## src/rtl/mem_arbiter.sv

```systemverilog
// mem_arbiter: lets the instruction-fetch port (IF) and the load/store port (LS) share one
// single-port, word-addressed data memory that has a one-cycle registered read.
// Only one access is in flight at a time. The arbiter sequences each access, builds the byte
// enables and lane-replicated store data, and extracts and extends load data according to
// the 3-bit memory-control code.
//
// Ports
//   clk, rst           clock (rising edge) and asynchronous active-high reset
//   if_req/if_addr     fetch request, held until if_gnt; word-aligned byte address
//   if_gnt             fetch accepted this cycle (combinational)
//   if_rvalid/if_rdata one-cycle pulse with the fetched word (rdata is 0 otherwise)
//   ls_req/ls_addr/ls_ctrl/ls_wdata
//                      load/store request and its fields, held until ls_gnt
//   ls_gnt             load/store accepted this cycle (combinational)
//   ls_done/ls_rdata   one-cycle completion pulse with extended load data (0 for stores)
//   ls_err             pulses with ls_done for a misaligned access (memory untouched)
//   mem_en/mem_we/mem_be/mem_addr/mem_wdata
//                      memory strobe, write enable, byte lanes, word address, write data
//   mem_rdata          memory read data, valid the cycle after a read strobe
module mem_arbiter #(
  parameter int unsigned AW = 10
) (
  input  logic          clk,
  input  logic          rst,
  input  logic          if_req,
  input  logic [31:0]   if_addr,
  output logic          if_gnt,
  output logic          if_rvalid,
  output logic [31:0]   if_rdata,
  input  logic          ls_req,
  input  logic [31:0]   ls_addr,
  input  logic [2:0]    ls_ctrl,
  input  logic [31:0]   ls_wdata,
  output logic          ls_gnt,
  output logic          ls_done,
  output logic [31:0]   ls_rdata,
  output logic          ls_err,
  output logic          mem_en,
  output logic          mem_we,
  output logic [3:0]    mem_be,
  output logic [AW-1:0] mem_addr,
  output logic [31:0]   mem_wdata,
  input  logic [31:0]   mem_rdata
);

  localparam logic [2:0] CtrlLb  = 3'b000;
  localparam logic [2:0] CtrlLh  = 3'b001;
  localparam logic [2:0] CtrlLw  = 3'b010;
  localparam logic [2:0] CtrlLbu = 3'b011;
  localparam logic [2:0] CtrlLhu = 3'b100;
  localparam logic [2:0] CtrlSb  = 3'b101;
  localparam logic [2:0] CtrlSh  = 3'b110;
  localparam logic [2:0] CtrlSw  = 3'b111;

  typedef enum logic [1:0] {StIdle, StAcc, StResp, StErr} state_e;

  state_e        state_q, state_d;
  logic          last_was_ls_q, last_was_ls_d;
  logic          sel_ls_q, sel_ls_d;       // owner of the access in flight
  logic [AW+1:0] addr_q, addr_d;           // only the bits that reach the memory are kept
  logic [2:0]    ctrl_q, ctrl_d;
  logic [31:0]   wdata_q, wdata_d;
  logic          store_done_q, store_done_d;

  logic          grant_ls, grant_if;
  logic          is_store;
  logic          ls_misaligned;
  logic [31:0]   lane_word;
  logic [31:0]   load_data;

  // Upper address bits wrap; they are intentionally dropped.
  logic unused_addr_bits;
  assign unused_addr_bits = ^{if_addr[31:AW+2], ls_addr[31:AW+2]};

  // Arbitration: a lone requester wins; on contention LS wins unless it won last time.
  always_comb begin
    grant_ls = 1'b0;
    grant_if = 1'b0;
    if ((state_q == StIdle) && !rst) begin
      grant_ls = ls_req && (!if_req || !last_was_ls_q);
      grant_if = if_req && !grant_ls;
    end
  end

  assign if_gnt = grant_if;
  assign ls_gnt = grant_ls;

  // Fetches are never checked for alignment.
  always_comb begin
    ls_misaligned = 1'b0;
    unique case (ls_ctrl)
      CtrlLh, CtrlLhu, CtrlSh: ls_misaligned = ls_addr[0];
      CtrlLw, CtrlSw:          ls_misaligned = (ls_addr[1:0] != 2'b00);
      default:                 ls_misaligned = 1'b0;
    endcase
  end

  assign is_store = sel_ls_q && (ctrl_q == CtrlSb || ctrl_q == CtrlSh || ctrl_q == CtrlSw);

  // Next-state logic.
  always_comb begin
    state_d       = state_q;
    last_was_ls_d = last_was_ls_q;
    sel_ls_d      = sel_ls_q;
    addr_d        = addr_q;
    ctrl_d        = ctrl_q;
    wdata_d       = wdata_q;
    store_done_d  = 1'b0;
    unique case (state_q)
      StIdle: begin
        if (grant_ls) begin
          sel_ls_d      = 1'b1;
          addr_d        = ls_addr[AW+1:0];
          ctrl_d        = ls_ctrl;
          wdata_d       = ls_wdata;
          last_was_ls_d = 1'b1;
          state_d       = ls_misaligned ? StErr : StAcc;
        end else if (grant_if) begin
          sel_ls_d      = 1'b0;
          addr_d        = if_addr[AW+1:0];
          ctrl_d        = CtrlLw;        // a fetch is a plain word read
          wdata_d       = 32'h0;
          last_was_ls_d = 1'b0;
          state_d       = StAcc;
        end
      end
      StAcc: begin
        if (is_store) begin
          // Completion is signalled in the following IDLE cycle, which may grant again.
          store_done_d = 1'b1;
          state_d      = StIdle;
        end else begin
          state_d = StResp;
        end
      end
      StResp:  state_d = StIdle;
      StErr:   state_d = StIdle;
      default: state_d = StIdle;
    endcase
  end

  always_ff @(posedge clk or posedge rst) begin
    if (rst) begin
      state_q       <= StIdle;
      last_was_ls_q <= 1'b0;
      sel_ls_q      <= 1'b0;
      addr_q        <= '0;
      ctrl_q        <= 3'b000;
      wdata_q       <= 32'h0;
      store_done_q  <= 1'b0;
    end else begin
      state_q       <= state_d;
      last_was_ls_q <= last_was_ls_d;
      sel_ls_q      <= sel_ls_d;
      addr_q        <= addr_d;
      ctrl_q        <= ctrl_d;
      wdata_q       <= wdata_d;
      store_done_q  <= store_done_d;
    end
  end

  // Memory interface: driven only during the single ACC cycle.
  always_comb begin
    mem_en    = 1'b0;
    mem_we    = 1'b0;
    mem_be    = 4'h0;
    mem_addr  = '0;
    mem_wdata = 32'h0;
    if (state_q == StAcc) begin
      mem_en   = 1'b1;
      mem_addr = addr_q[AW+1:2];
      mem_be   = 4'hF;
      if (is_store) begin
        mem_we = 1'b1;
        unique case (ctrl_q)
          CtrlSb: begin
            mem_be    = 4'b0001 << addr_q[1:0];
            mem_wdata = {4{wdata_q[7:0]}};
          end
          CtrlSh: begin
            mem_be    = 4'b0011 << addr_q[1:0];
            mem_wdata = {2{wdata_q[15:0]}};
          end
          default: begin
            mem_be    = 4'hF;
            mem_wdata = wdata_q;
          end
        endcase
      end
    end
  end

  // Load lane extraction: bring the addressed lane down to bit 0, then extend.
  assign lane_word = mem_rdata >> {addr_q[1:0], 3'b000};

  always_comb begin
    load_data = 32'h0;
    unique case (ctrl_q)
      CtrlLb:  load_data = {{24{lane_word[7]}}, lane_word[7:0]};
      CtrlLh:  load_data = {{16{lane_word[15]}}, lane_word[15:0]};
      CtrlLw:  load_data = mem_rdata;
      CtrlLbu: load_data = {24'h0, lane_word[7:0]};
      CtrlLhu: load_data = {16'h0, lane_word[15:0]};
      default: load_data = 32'h0;
    endcase
  end

  // Response outputs; data lines are held at zero outside their valid pulse.
  always_comb begin
    if_rvalid = 1'b0;
    if_rdata  = 32'h0;
    ls_done   = store_done_q;
    ls_err    = 1'b0;
    ls_rdata  = 32'h0;
    unique case (state_q)
      StResp: begin
        if (sel_ls_q) begin
          ls_done  = 1'b1;
          ls_rdata = load_data;
        end else begin
          if_rvalid = 1'b1;
          if_rdata  = mem_rdata;
        end
      end
      StErr: begin
        ls_done = 1'b1;
        ls_err  = 1'b1;
      end
      default: ;
    endcase
  end

endmodule
```

## config.mk

```make
export PLATFORM = sky130hd
export DESIGN_NAME = mem_arbiter
export DESIGN_NICKNAME = d
export VERILOG_FILES = /design/src/rtl/mem_arbiter.sv
export SDC_FILE = /design/constraint.sdc
export NUM_CORES = 1
export LEC_CHECK = 0
export CORE_ASPECT_RATIO = 0.5
export CORE_MARGIN = 3
export CORE_UTILIZATION = 37
export CTS_BUF_LIST = sky130_fd_sc_hd__clkbuf_4 sky130_fd_sc_hd__clkbuf_8
export CTS_CLUSTER_DIAMETER = 60
export DETAILED_ROUTE_END_ITERATION = 7
export PLACE_DENSITY = 0.8
export SYNTH_ARGS = -nofsm -noshare
export SYNTH_HDL_FRONTEND = slang
export SYNTH_SLANG_ARGS = --single-unit
export TNS_END_PERCENT = 30
```

## constraint.sdc

```tcl
create_clock -name clk -period 2.1 [get_ports clk]
set_input_delay 0.315 -clock clk [delete_from_list [all_inputs] [get_ports clk]]
set_output_delay 0.315 -clock clk [all_outputs]
set_load 0.03 [all_outputs]
```

==> flow_summary.ini, run 1 <==
[grt]
grt_max_degree = 34
grt_pass1_vias = 4134
grt_pass1_wl_mm = 23.2
overflow = 0
antenna_found_initial = 3
grt_util_all_layers_pct = 25.4

[power_and_ir_drop]
intPower_uw = 3020
p_switching_uw = 2110
p_per_area_mw_per_mm2 = 790
p_leak_uw = 0.00306
p_seq_share_pct = 30.3
p_clk_share_pct = 14.3
irDropWorstVdd_mv = 0.506
p_sw_share_pct = 41.1
power_frac_comb_pct = 55.4

[placement]
gp_congestion = 0.941
place_ws_ns = -0.631
place_inst = 767
io_buffers = 211
dp_hpwl_mm = 11.5

[setup_path]
rr_worst_depth = 7
crit_slowest_cell = dfrtp_1
r2r_setup_slack_ns = 0.16
crit_end = ls_rdata[19]
required_ns = 1.78
cp-end-kind = primary output
path_depth = 9
r2r-end = addr_q[0]$_DFFE_PP0P_
cpLargestDelayFamily = buffers and inverters
critical_path_buf_inv_count = 5
max_stage_delay_ns = 0.44
arrival_ns = 2.18
worst-path-max-fanout = 8
crit_type = register to primary output
cp-start-kind = register
timing.critical_path.cells = buf_6 > nand3b_1 > o211a_1 > buf_6 > nor4bb_4 > buf_4 > buf_12 > a21o_1 > buf_12
startpoint = addr_q[0]$_DFFE_PP0P_
r2r-start = state_q[1]$_DFFE_PP0P_

[die]
fp.dieH_um = 75.9
die_area_mm2 = 0.0111
core_area_mm2 = 0.00910
die_w_um = 146
row_count = 24
initial_utilization_pct = 39.8
io_pins = 252

[logic_synthesis]
syn_avg_cell_area_um2 = 8.84
async_flop_share_pct = 100
synth.most_common_cell = nand2_1
postSynthRegisterBits = 51
synthCells = 409
synth.top_cells.by_area = dfrtp_1 (35%), a22o_1 (9.9%), and2_1 (8.8%)
synth_edf_count = 0
synthesis.nets = 544
synth_top_cell_by_area = dfrtp_1
synth_top_area_share_pct = 35.3
synthesis.area_mm2 = 0.00362
yosysUniqueCellTypes = 49
ys_top_cells_by_count = nand2_1 (67), and2_1 (51), dfrtp_1 (51)
synth_warnings = 0
synth_ff_type = dfrtp_1
synth_seq_area_share_pct = 35.3

[timing]
fin_crit_ns = 2.50
slew_viol_final = 0
rsz0062_at_grt = true
hold_viol = 0
finalSetupTns_ns = -11.73
setup_violations = 55
slew-limit-headroom_pct = 63.1
setup_slack_ns = -0.397
worst_slew_pin_slew_ns = 0.551
final.period_utilization_pct = 119
fmax_mhz = 400
clock_skew_ns = 0.00555

[finish]
final_cells = 783
fin_nets = 784
final_layout_size_suffix_gt1_share_pct = 34.6
fillers = 709
areaGrowthSynthToFinish_pct = 79.5

[routing]
drtAntennaViolNets = 0
viasPerCell = 5.52
vias = 4321
wl_per_cell_um = 19.5
drt_wl_total_mm = 15.3
remaining_drc_errors = 0
first_pass_iters = 5
drt_iter0_markers = 311

[cts]
clock-sinks = 51
worst_setup_hold_path_clk_slew_ns = 0.10
cts_max_level = 2
cts_root_buf = clkbuf_8
cts_tree = built
clk_path_buf_depth = 2
postCtsHoldBufs = 0
numCtsBuffers = 5
clk_latency_ns = 0.30

[hold_path]
hp-class = primary input to async pin

[outcome]
status = finished, violations left
violations = setup timing

[job]
maxCapViolations = 0
-- registers in the layout, summed over array words and instances, names as in the netlist --
signal	count
addr_q	12
ctrl_q	3
wdata_q	32
sel_ls_q	1
store_done_q	1
state_q	2
-- power groups by stage --
stage          Sequential, µW  Clock, µW  Combinational (µW)
2_1_floorplan            1440          0                1560
3_3_place_gp             1540          0                2490
3_5_place_dp             1550          0                2530
4_1_cts                  1530        734                2700
5_1_grt                  1590        790                3030
6_report                 1560        732                2840
-- layout by cell type (no fill, tap or decap), types with 8 or more instances in the layout --
cell | netlist | final
buf_4 | 9 | 102
clkdlybuf4s50_1 | 0 | 95
nand2_1 | 67 | 67
and2_1 | 51 | 51
dfrtp_1 | 51 | 48
buf_6 | 2 | 46
a22o_1 | 41 | 41
a21o_1 | 16 | 16
a21oi_2 | 0 | 16
mux2i_1 | 14 | 13
dlygate4sd2_1 | 0 | 11
o21ai_0 | 10 | 10
buf_12 | 0 | 10
a21oi_1 | 24 | 8
-- timing repair --
item | 4_1_cts | 5_1_grt
setup buffers | 3 | 1
resized for setup | 73 | 34
gates cloned | 0 | 1
endpoints found under the setup margin | 78 | 70
pin swaps | 4 | 8
-- cell type report --
cell class / count / area, µm² / area share, %
well taps: 130 / 163 / 2.50
diodes: 3 / 7.51 / 0.116
flip-flops and latches: 51 / 1280 / 19.7
multi-input cells: 318 / 2320 / 35.7
repair buffers: 267 / 2580 / 39.7
inverters: 6 / 25.0 / 0.385
clock inverters: 2 / 38.8 / 0.597
clock buffers: 6 / 82.6 / 1.27
-- stage by stage --
stage	cell area [µm²]	hold slack [ns]	total power, µW	util [%]
floorplan	3620	0.442	3000	-
global placement	5970	0.457	4030	65.6
detailed placement	5970	0.467	4080	65.6
CTS	6320	0.400	4970	69.4
global route	6490	0.421	5410	71.4
finish	6490	0.404	5130	71.4
-- worst min-delay path by stage --
stage | from | endpoint | slack (ns) | cells after the start
finish | rst | addr_q[0]$_DFFE_PP0P_ | 0.40 | 2
global route | rst | addr_q[0]$_DFFE_PP0P_ | 0.42 | 2
CTS | rst | state_q[1]$_DFFE_PP0P_ | 0.40 | 2
detailed placement | addr_q[7]$_DFFE_PP0P_ | addr_q[7]$_DFFE_PP0P_ | 0.47 | 2
global placement | addr_q[6]$_DFFE_PP0P_ | addr_q[6]$_DFFE_PP0P_ | 0.46 | 2
floorplan | addr_q[2]$_DFFE_PP0P_ | addr_q[2]$_DFFE_PP0P_ | 0.44 | 2
-- metal layers --
layer  vias up  routed length (µm)  track usage, %
li1       1975                   -               -
met1      2063                5900            31.4
met2       237                7830            45.9
met3        46                1030            3.28
met4         0                 532            8.71
met5         -                   0               0
-- cell families (layout without fill, tap and decap cells) --
logic type	Yosys count	after routing	synth area share (%)
compound gates	140	140	28.5
xor+xnor	1	1	0.242
buf+inv	40	281	5.74
flops	51	51	35.3
mux	22	22	6.68
other cells	0	3	0
simple gates	155	155	23.5
(Power assumes the default switching activity.)
==> inputs of run 2 (changes only) <==
--- a/config.mk
+++ b/config.mk
@@ -5,6 +5,7 @@
 export SDC_FILE = /design/constraint.sdc
 export NUM_CORES = 1
 export LEC_CHECK = 0
+export CAP_MARGIN = 10
 export CORE_ASPECT_RATIO = 0.5
 export CORE_MARGIN = 3
 export CORE_UTILIZATION = 37
==> results of run 2 <==
The final DEF is identical to that of run 1; final timing and power are the same.
==> inputs of run 3 (changes only) <==
--- a/config.mk
+++ b/config.mk
@@ -8,11 +8,11 @@
 export CAP_MARGIN = 10
 export CORE_ASPECT_RATIO = 0.5
 export CORE_MARGIN = 3
-export CORE_UTILIZATION = 37
+export CORE_UTILIZATION = 39
 export CTS_BUF_LIST = sky130_fd_sc_hd__clkbuf_4 sky130_fd_sc_hd__clkbuf_8
 export CTS_CLUSTER_DIAMETER = 60
 export DETAILED_ROUTE_END_ITERATION = 7
-export PLACE_DENSITY = 0.8
+export PLACE_DENSITY = 0.84
 export SYNTH_ARGS = -nofsm -noshare
 export SYNTH_HDL_FRONTEND = slang
 export SYNTH_SLANG_ARGS = --single-unit
==> constraint.sdc (replaced) <==
create_clock -name clk -period 3.1 [get_ports clk]
set_input_delay 0.465 -clock clk [delete_from_list [all_inputs] [get_ports clk]]
set_output_delay 0.465 -clock clk [all_outputs]
set_load 0.03 [all_outputs]
==> flow_summary.ini, run 3 (synthesis results as in run 1) <==
[outcome]
status = finished clean

[cts]
clk_path_buf_depth = 2
clk_latency_ns = 0.29
worst_setup_hold_path_clk_slew_ns = 0.09
numCtsBuffers = 5
cts_root_buf = clkbuf_8
cts_tree = built
clock-sinks = 51
cts_max_level = 2

[timing]
setup_slack_ns = 0.0848
fmax_mhz = 332
clock_skew_ns = 0.00775
slew_viol_final = 0
slew-limit-headroom_pct = 36.2
hold_viol = 0
worst_slew_pin_slew_ns = 0.953
rsz0062_at_grt = true
fin_crit_ns = 3.02
setup_violations = 0
final.period_utilization_pct = 97.3

[grt]
use_met3_pct = 1.99
overflow = 0
grt_use_met1_pct = 30.6
grt_util_all_layers_pct = 23.3
grt_pass1_wl_mm = 19.9
grt_max_degree = 40
busiest_layer = met2
grt_pass1_vias = 3664
gr-usage-met2_pct = 42.7
antenna_found_initial = 0

[setup_path]
worst-path-max-fanout = 5
crit_type = primary input to primary output
required_ns = 2.63
r2r_setup_slack_ns = 0.88
arrival_ns = 2.55
cp-start-kind = primary input
cp-end-kind = primary output

[finish]
final_layout_size_suffix_gt1_share_pct = 14.4
finish.utilization_pct = 67.7
final_cell_mix = clkdlybuf4s50_1 (171), nand2_1 (67), and2_1 (51), buf_4 (51), dfrtp_1 (49)
final_cells = 735
final_cell_area_mm2 = 0.00600
final_common_cell = clkdlybuf4s50_1
largestRegisters = wdata_q x32, addr_q x12, ctrl_q x3
diodes = 0
areaGrowthSynthToFinish_pct = 65.8
largest_reg_flops = 32
top_register = wdata_q
fin_nets = 752

[routing]
drt_wl_total_mm = 13.0
drtAntennaViolNets = 0
first_pass_iters = 5
vias = 3991
drt_iter0_markers = 318
viasPerCell = 5.43
wl_per_cell_um = 17.7
remaining_drc_errors = 0

[die]
fp.dieH_um = 74.1
io_pins = 252
die_w_um = 142
core_area_mm2 = 0.00886
die_area_mm2 = 0.0105
row_count = 24
initial_utilization_pct = 40.8

[hold_path]
hp-class = primary input to async pin

[power_and_ir_drop]
p_leak_uw = 0.00277
p_per_area_mw_per_mm2 = 506
irDropWorstVdd_mv = 0.289

[placement]
place_ws_ns = 0.0126
placed_area_mm2 = 0.00588
gp_congestion = 0.944
io_buffers = 211
dp_hpwl_mm = 10.4
place_inst = 727

[job]
maxCapViolations = 0
-- run 3: cell types whose count changed in the layout (fill, tap and decap cells not counted), sizes merged, moves of 3 or more --
cell / previous run / this run
diode: 3 / 0
clkdlybuf4s50: 95 / 171
dlymetal6s2s: 1 / 8
buf: 158 / 56
dlygate4sd2: 11 / 0
-- run 3: final cells by class --
type                            count  area [µm²]
Clock inverter                      2        12.5
Inverter                            6        22.5
Sequential cell                    51        1280
Multi-Input combinational cell    318        2160
Clock buffer                        6        76.3
Tap cell                          117         146
Timing Repair Buffer              235        2290
Fill cell                         756        2860
-- run 3: repair_timing --
item                                    CTS  global route
buffers inserted                          0             0
gates resized for setup                   2            11
hold buffers                              0             0
gates cloned                              0             0
endpoints found under the setup margin    4            17
-- run 3: power by group --
group	total [µW]	internal (µW)	switching, µW
clock network	381	167	214
logic	1570	740	834
registers	1080	861	221
-- run 3: worst paths after layout --
| kind | from | end | cells after the start |
|---|---|---|---|
| worst max-delay path | mem_rdata[15] | ls_rdata[7] | 5 |
| min in group clk | addr_q[9]$_DFFE_PP0P_ | addr_q[9]$_DFFE_PP0P_ | 2 |
| worst min register to register | addr_q[9]$_DFFE_PP0P_ | addr_q[9]$_DFFE_PP0P_ | 2 |
| worst min-delay path | rst | addr_q[3]$_DFFE_PP0P_ | 2 |
| worst max register to register | state_q[1]$_DFFE_PP0P_ | addr_q[2]$_DFFE_PP0P_ | 6 |
| max in group asynchronous | rst | addr_q[0]$_DFFE_PP0P_ | 3 |
-- run 3: critical path: stages --
cell and delay, ns:
clkdlybuf4s50_1 0.50, mux4_2 0.52, a221oi_1 0.33, a211oi_1 0.10, clkdlybuf4s50_1 0.63
-- run 3: metal layers --
layer | share of wire [%] | vias to the layer above
met5 | 0 | -
met4 | 2.2 | 0
met3 | 5.3 | 26
met2 | 51 | 153
met1 | 41 | 1904
li1 | - | 1908
-- run 3: through the flow --
stage               total power, µW  hold slack [ns]  setup TNS (ns)
global route                   3210            0.485         -0.0228
floorplan                      2040            0.442               0
finish                         3040            0.449               0
detailed placement             2650            0.464               0
global placement               2610            0.457               0
CTS                            3030            0.455               0
